## config.mk

```make
export PLATFORM = sky130hd
export DESIGN_NAME = memory_bus_arbiter
export DESIGN_NICKNAME = d
export VERILOG_FILES = /design/src/rtl/memory_bus_arbiter_pkg.sv /design/src/rtl/memory_bus_arbiter_rr_arbiter2.sv /design/src/rtl/memory_bus_arbiter.sv
export SDC_FILE = /design/constraint.sdc
export NUM_CORES = 1
export LEC_CHECK = 0
export BUFFER_PORTS_ARGS = -buffer_cell sky130_fd_sc_hd__buf_2
export CAP_MARGIN = 20
export CORE_MARGIN = 4
export CORE_UTILIZATION = 40
export CTS_CLUSTER_DIAMETER = 50
export DETAILED_ROUTE_END_ITERATION = 6
export PLACE_DENSITY = 0.68
export SETUP_SLACK_MARGIN = 0.5
export SLEW_MARGIN = 30
export SYNTH_ARGS = -nofsm -noshare
export SYNTH_HDL_FRONTEND = slang
export SYNTH_SLANG_ARGS = --single-unit
```

## constraint.sdc

```tcl
create_clock -name clk -period 3.5 [get_ports clk]
set_input_delay 0.175 -clock clk [delete_from_list [all_inputs] [get_ports clk]]
set_output_delay 0.175 -clock clk [all_outputs]
set_load 0.01 [all_outputs]
```

## src/rtl/memory_bus_arbiter_pkg.sv

```systemverilog
// Shared encodings for the memory bus arbiter: FSM states, bus transfer types and owner ids.
package memory_bus_arbiter_pkg;

  typedef enum logic [1:0] {
    ST_IDLE = 2'd0,
    ST_ADDR = 2'd1,
    ST_WAIT = 2'd2,
    ST_RESP = 2'd3
  } state_e;

  typedef enum logic {
    OWNER_INSTR = 1'b0,
    OWNER_DATA  = 1'b1
  } owner_e;

  localparam logic [1:0] TRANS_IDLE = 2'b00;
  localparam logic [1:0] TRANS_NSEQ = 2'b10;
  localparam logic [1:0] TRANS_SEQ  = 2'b11;

endpackage

```

## src/rtl/memory_bus_arbiter_rr_arbiter2.sv

```systemverilog
// Two-input round-robin arbiter; on contention the port that did not win the previous grant wins.
module rr_arbiter2
  import memory_bus_arbiter_pkg::*;
(
  input  logic   clk,
  input  logic   n_reset,
  input  logic   en_i,
  input  logic   req_instr_i,
  input  logic   req_data_i,
  output logic   gnt_valid_o,
  output owner_e gnt_owner_o
);

  owner_e last_owner_q, last_owner_d;

  // Grant selection and last-owner bookkeeping
  always_comb begin
    gnt_valid_o  = en_i & (req_instr_i | req_data_i);
    gnt_owner_o  = OWNER_INSTR;
    last_owner_d = last_owner_q;
    if (req_instr_i && req_data_i) begin
      gnt_owner_o = (last_owner_q == OWNER_DATA) ? OWNER_INSTR : OWNER_DATA;
    end else if (req_data_i) begin
      gnt_owner_o = OWNER_DATA;
    end else begin
      gnt_owner_o = OWNER_INSTR;
    end
    if (gnt_valid_o) begin
      last_owner_d = gnt_owner_o;
    end else begin
      last_owner_d = last_owner_q;
    end
  end

  // Reset to DATA so the first contended grant goes to fetch
  always_ff @(posedge clk or negedge n_reset) begin
    if (!n_reset) begin
      last_owner_q <= OWNER_DATA;
    end else begin
      last_owner_q <= last_owner_d;
    end
  end

endmodule

```

## src/rtl/memory_bus_arbiter.sv

```systemverilog
// Shares the memory_controller bus between fetch and data ports: one access at a time,
// registered bus drive, fixed-latency response returned to the owner with a one-cycle ack.
module memory_bus_arbiter
  import memory_bus_arbiter_pkg::*;
#(
  parameter int ADDR_W  = 32,
  parameter int DATA_W  = 32,
  parameter int LATENCY = 1
) (
  input  logic              clk,
  input  logic              n_reset,
  input  logic              i_req,
  input  logic [ADDR_W-1:0] i_addr,
  input  logic [1:0]        i_prot,
  output logic              i_ack,
  output logic [DATA_W-1:0] i_rdata,
  output logic              i_abort,
  input  logic              d_req,
  input  logic [ADDR_W-1:0] d_addr,
  input  logic [DATA_W-1:0] d_wdata,
  input  logic              d_write,
  input  logic              d_size,
  input  logic [1:0]        d_prot,
  output logic              d_ack,
  output logic [DATA_W-1:0] d_rdata,
  output logic              d_abort,
  output logic [ADDR_W-1:0] mem_addr,
  output logic [DATA_W-1:0] mem_wdata,
  input  logic [DATA_W-1:0] mem_rdata,
  input  logic              mem_abort,
  output logic              mem_write,
  output logic              mem_size,
  output logic [1:0]        mem_prot,
  output logic [1:0]        mem_trans
);

  localparam int CNT_W = (LATENCY > 1) ? $clog2(LATENCY) : 1;
  localparam logic [CNT_W-1:0] CNT_LOAD = CNT_W'(LATENCY - 1);

  state_e            state_q, state_d;
  owner_e            owner_q, owner_d;
  logic [CNT_W-1:0]  cnt_q, cnt_d;
  logic              prev_valid_q, prev_valid_d;
  logic              wr_q, wr_d;
  logic [ADDR_W-1:0] mem_addr_q, mem_addr_d;
  logic [DATA_W-1:0] mem_wdata_q, mem_wdata_d;
  logic              mem_write_q, mem_write_d;
  logic              mem_size_q, mem_size_d;
  logic [1:0]        mem_prot_q, mem_prot_d;
  logic [1:0]        mem_trans_q, mem_trans_d;
  logic              i_ack_q, i_ack_d, i_abort_q, i_abort_d;
  logic              d_ack_q, d_ack_d, d_abort_q, d_abort_d;
  logic [DATA_W-1:0] i_rdata_q, i_rdata_d, d_rdata_q, d_rdata_d;

  logic              in_resp_s, grant_en_s, gnt_valid_s;
  owner_e            gnt_owner_s;
  logic [ADDR_W-1:0] gnt_addr_s;

  assign in_resp_s  = (state_q == ST_RESP);
  assign grant_en_s = (state_q == ST_IDLE) || in_resp_s;

  // The owner's request is still high during its own ack cycle and must not be re-granted
  rr_arbiter2 u_rr (
    .clk         (clk),
    .n_reset     (n_reset),
    .en_i        (grant_en_s),
    .req_instr_i (i_req & ~(in_resp_s & (owner_q == OWNER_INSTR))),
    .req_data_i  (d_req & ~(in_resp_s & (owner_q == OWNER_DATA))),
    .gnt_valid_o (gnt_valid_s),
    .gnt_owner_o (gnt_owner_s)
  );

  assign gnt_addr_s = (gnt_owner_s == OWNER_DATA) ? d_addr : i_addr;

  // Next-state and next-output logic; addr/wdata/size/prot hold between accesses
  always_comb begin
    state_d      = state_q;
    owner_d      = owner_q;
    cnt_d        = cnt_q;
    prev_valid_d = prev_valid_q;
    wr_d         = wr_q;
    mem_addr_d   = mem_addr_q;
    mem_wdata_d  = mem_wdata_q;
    mem_write_d  = 1'b0;
    mem_size_d   = mem_size_q;
    mem_prot_d   = mem_prot_q;
    mem_trans_d  = TRANS_IDLE;
    i_ack_d      = 1'b0;
    i_rdata_d    = i_rdata_q;
    i_abort_d    = i_abort_q;
    d_ack_d      = 1'b0;
    d_rdata_d    = d_rdata_q;
    d_abort_d    = d_abort_q;
    case (state_q)
      ST_IDLE, ST_RESP: begin
        if (gnt_valid_s) begin
          state_d      = ST_ADDR;
          owner_d      = gnt_owner_s;
          prev_valid_d = 1'b1;
          mem_addr_d   = gnt_addr_s;
          // mem_addr_q / owner_q still describe the previous access here
          if (prev_valid_q && (owner_q == gnt_owner_s) &&
              (gnt_addr_s == mem_addr_q + ADDR_W'(1))) begin
            mem_trans_d = TRANS_SEQ;
          end else begin
            mem_trans_d = TRANS_NSEQ;
          end
          if (gnt_owner_s == OWNER_DATA) begin
            mem_wdata_d = d_wdata;
            mem_write_d = d_write;
            mem_size_d  = d_size;
            mem_prot_d  = d_prot;
            wr_d        = d_write;
          end else begin
            mem_wdata_d = mem_wdata_q;
            mem_write_d = 1'b0;
            mem_size_d  = 1'b1;
            mem_prot_d  = i_prot;
            wr_d        = 1'b0;
          end
        end else begin
          state_d = ST_IDLE;
        end
      end
      ST_ADDR: begin
        cnt_d   = CNT_LOAD;
        state_d = ST_WAIT;
      end
      ST_WAIT: begin
        if (cnt_q != {CNT_W{1'b0}}) begin
          cnt_d = cnt_q - CNT_W'(1);
        end else begin
          state_d = ST_RESP;
          if (mem_abort) begin
            prev_valid_d = 1'b0;
          end else begin
            prev_valid_d = prev_valid_q;
          end
          if (owner_q == OWNER_INSTR) begin
            i_ack_d   = 1'b1;
            i_rdata_d = mem_rdata;
            i_abort_d = mem_abort;
          end else begin
            d_ack_d   = 1'b1;
            d_abort_d = mem_abort;
            if (!wr_q) begin
              d_rdata_d = mem_rdata;
            end else begin
              d_rdata_d = d_rdata_q;
            end
          end
        end
      end
      default: begin
        state_d = ST_IDLE;
      end
    endcase
  end

  // State and registered outputs
  always_ff @(posedge clk or negedge n_reset) begin
    if (!n_reset) begin
      state_q      <= ST_IDLE;
      owner_q      <= OWNER_DATA;
      cnt_q        <= {CNT_W{1'b0}};
      prev_valid_q <= 1'b0;
      wr_q         <= 1'b0;
      mem_addr_q   <= {ADDR_W{1'b0}};
      mem_wdata_q  <= {DATA_W{1'b0}};
      mem_write_q  <= 1'b0;
      mem_size_q   <= 1'b0;
      mem_prot_q   <= 2'b00;
      mem_trans_q  <= TRANS_IDLE;
      i_ack_q      <= 1'b0;
      i_rdata_q    <= {DATA_W{1'b0}};
      i_abort_q    <= 1'b0;
      d_ack_q      <= 1'b0;
      d_rdata_q    <= {DATA_W{1'b0}};
      d_abort_q    <= 1'b0;
    end else begin
      state_q      <= state_d;
      owner_q      <= owner_d;
      cnt_q        <= cnt_d;
      prev_valid_q <= prev_valid_d;
      wr_q         <= wr_d;
      mem_addr_q   <= mem_addr_d;
      mem_wdata_q  <= mem_wdata_d;
      mem_write_q  <= mem_write_d;
      mem_size_q   <= mem_size_d;
      mem_prot_q   <= mem_prot_d;
      mem_trans_q  <= mem_trans_d;
      i_ack_q      <= i_ack_d;
      i_rdata_q    <= i_rdata_d;
      i_abort_q    <= i_abort_d;
      d_ack_q      <= d_ack_d;
      d_rdata_q    <= d_rdata_d;
      d_abort_q    <= d_abort_d;
    end
  end

  assign mem_addr  = mem_addr_q;
  assign mem_wdata = mem_wdata_q;
  assign mem_write = mem_write_q;
  assign mem_size  = mem_size_q;
  assign mem_prot  = mem_prot_q;
  assign mem_trans = mem_trans_q;
  assign i_ack     = i_ack_q;
  assign i_rdata   = i_rdata_q;
  assign i_abort   = i_abort_q;
  assign d_ack     = d_ack_q;
  assign d_rdata   = d_rdata_q;
  assign d_abort   = d_abort_q;

endmodule

```

==> impl_metrics.py <==
metrics = {
    "outcome": {
        "status": "finished clean",
    },
    "synth": {
        "synth_warnings": 0,
        "ys_ff_latch": 143,
        "synth_edf_count": 0,
        "syn_inst": 565,
        "synth_area_per_cell_um2": 12.2,
        "ys_seq_area_share_pct": 52.1,
        "syn_area_mm2": 0.00687,
        "syn_nets": 707,
        "synthFlopType": "dfrtp_1",
        "synthArstFlopShare_pct": 100,
        "synthDistinctLibCells": 60,
    },
    "power_and_ir_drop": {
        "netSwitchingFraction_pct": 39.4,
        "power_leakage_nw": 4.46,
        "vdd_drop_max_mv": 0.466,
        "seqPwrFrac_pct": 34.8,
        "power.switching_mw": 3.60,
        "p_int_mw": 5.53,
        "power_frac_comb_pct": 46.3,
        "power.density_mw_per_mm2": 945,
        "power_frac_clock_pct": 18.9,
    },
    "drt": {
        "drt_iter0_drc": 213,
        "wl_mm": 19.5,
        "viasPerCell": 5.01,
        "drc_errors": 0,
        "first_pass_iters": 4,
        "ant_nets": 0,
        "avgRoutedWirePerCell_um": 17.2,
        "num_vias": 5677,
    },
    "clocking": {
        "clock_latency_ns": 0.41,
        "clock_path_buffers": 2,
        "cts_made_buffers": 17,
        "cts_max_level": 4,
        "path_clk_slew_ns": 0.07,
        "cts_tree": "built",
        "root_buffer": "clkbuf_16",
        "cts_num_sinks": 143,
    },
    "worst_setup_path": {
        "crit_path_end_kind": "flip-flop",
        "path_max_fanout": 8,
        "required_ns": 3.82,
        "cp-start-kind": "flip-flop",
        "arrival_ns": 3.11,
        "worstSetupPathType": "flip-flop to flip-flop",
        "r2r_slack_ns": 0.71,
    },
    "finish": {
        "layout.nets": 1042,
        "synthToLayoutAreaGrowth_pct": 40.6,
        "final_area_mm2": 0.00966,
        "drive_gt1_share_pct": 48.4,
        "diodes": 0,
    },
    "timing": {
        "period_share_pct": 79.8,
        "maxSlewHeadroom_pct": 45.5,
        "rsz0062_at_grt": "no",
        "slew_viol_final": 0,
        "fmax_ghz": 0.358,
        "fin_crit_ns": 2.79,
        "setup_viol_count_final": 0,
        "hold_viol_final": 0,
        "tightest_slew_ns": 0.818,
        "timing.hold.ws_ns": 0.0176,
        "setup_tns_ns": 0,
        "finClkSkew_ns": 0.00910,
    },
    "run": {
        "drv_cap": 0,
    },
    "floorplanning": {
        "start_util_pct": 41.1,
        "die_w_um": 139,
        "rows": 47,
        "ios": 277,
        "die_area_mm2": 0.0193,
        "die_h_um": 139,
        "core_mm2": 0.0167,
    },
    "global_route": {
        "grt_pass1_wl_mm": 31.3,
        "grt_overflow": 0,
        "grt_max_degree": 85,
        "grt_use_total_pct": 20.2,
        "grt_pass1_vias": 5946,
        "antenna_found_initial": 0,
    },
    "placement": {
        "io_buffers": 276,
        "gp_congestion": 0.829,
        "hpwlAfterDp_mm": 13.4,
        "dpl_cell_area_mm2": 0.00843,
    },
    "worst_hold_path": {
        "min_path_type": "input pin to flip-flop",
    },
}
per-layer routing:
metal / vias to the layer above / routed length [um] / global-route usage [%]
li1: 2682 / - / -
met1: 2760 / 7900 / 24.0
met2: 211 / 9400 / 33.7
met3: 24 / 1770 / 7.72
met4: 0 / 388 / 6.90
met5: - / 0 / 0
cell families (layout without fill, tap and decap cells):
kind of cell             count (synthesis)  after routing  share of synthesized area (%)
multiplexers                           134            134                           21.9
adder cells (fa/ha/maj)                  3              3                          0.546
flip-flops                             143            143                           52.1
AO/OA/AOI/OAI                           71             71                           6.26
AND/OR/NAND/NOR                        130            131                           9.92
XOR/XNOR                                45             45                           6.15
buffers and inverters                   39            386                           3.10
synthesized netlist by cell type, types with 4 or more instances:
cell / n / area [um^2]
nand4_1: 16 / 100
nor3_1: 7 / 35.0
dfrtp_1: 142 / 3550
mux2i_1: 28 / 280
nor2_1: 49 / 184
buf_2: 5 / 25.0
clkbuf_1: 9 / 33.8
mux2_2: 100 / 1130
mux2i_2: 4 / 55.1
nor4_1: 5 / 31.3
a21oi_1: 40 / 200
nand3_1: 10 / 50.1
xnor2_1: 29 / 254
xor2_1: 13 / 114
nand2_1: 16 / 60.1
buf_1: 9 / 33.8
o21ai_0: 6 / 30.0
and2_1: 5 / 31.3
inv_1: 8 / 30.0
layout by cell type, fill, tap and decap left out, types with 6 or more instances in the layout:
cell and instances:
nor3_1 6, clkbuf_16 17, mux2i_1 27, xnor2_1 29
buf_4 7, dfrtp_1 141, nand3_1 10, buf_2 275
dlygate4sd3_1 60, nand2_1 16, a21oi_1 40, nand4_1 16
xor2_1 13, inv_1 8, mux2_2 100, nor2_1 49
power groups by stage:
stage | clock network, mW | logic, mW | registers [mW]
floorplan | 0 | 2.40 | 3.42
finish | 1.73 | 4.23 | 3.18
global route | 1.85 | 4.63 | 3.30
detailed placement | 0 | 4.17 | 3.17
global placement | 0 | 4.10 | 3.14
CTS | 1.77 | 4.26 | 3.16
sequential cells by signal (all words and copies together) (netlist names), 2 cells and up:
| register | count |
|---|---|
| d_rdata | 32 |
| state_q | 2 |
| mem_prot | 2 |
| i_rdata | 32 |
| mem_addr | 32 |
| mem_trans | 2 |
| mem_wdata | 32 |
worst paths after layout:
kind / startpoint / to / cells past startpoint
max: state_q[0] / mem_trans[0] / 9
min: mem_rdata[13] / i_rdata[13] / 2
max reg2reg: state_q[0] / mem_trans[0] / 9
min reg2reg: d_rdata[28] / d_rdata[28] / 1
max in group asynchronous: n_reset / d_abort / 3
min in group asynchronous: n_reset / mem_addr[20] / 2
critical path, cell delays in order, from the launching register on:
cell and delay [ns]:
dfrtp_1 0.38, ha_1 0.30, o21ai_4 0.24, and2_4 0.28, buf_6 0.20, mux2i_4 0.28
xnor3_1 0.33, o31ai_1 0.25, o211ai_1 0.15, nor4_2 0.27
per-stage QoR:
| stage | std cells | utilization, % | setup slack [ns] | total power [mW] |
|---|---|---|---|---|
| final | 1133 | 57.9 | 0.707 | 9.13 |
| after global routing | 1133 | 57.9 | 0.521 | 9.78 |
| after CTS | 1132 | 57.7 | 0.503 | 9.20 |
| after detailed placement | 1036 | 50.5 | 0.397 | 7.34 |
| after global placement | 1036 | 50.5 | 0.459 | 7.25 |
| after floorplan | 565 | - | 0.881 | 5.82 |
area by class of cell:
cell class / instances / area (um^2)
timing repair buffer: 346 / 2090
inverter: 8 / 30.0
multi-input combinational: 384 / 3130
sequential: 143 / 3580
tap: 220 / 275
fill: 1399 / 7040
clock inverter: 12 / 101
clock buffer: 20 / 457
timing repair:
| action | in CTS | in global routing |
|---|---|---|
| endpoints found under the setup margin | 1 | 1 |
| hold buffers | 60 | 0 |
| pin swaps | 1 | 1 |
| gates cloned | 1 | 0 |
| buffers inserted | 3 | 1 |
| endpoints found under the hold margin | 161 | 0 |
| gates resized for setup | 2 | 6 |
Note: power is estimated with default switching activity, not from simulation.
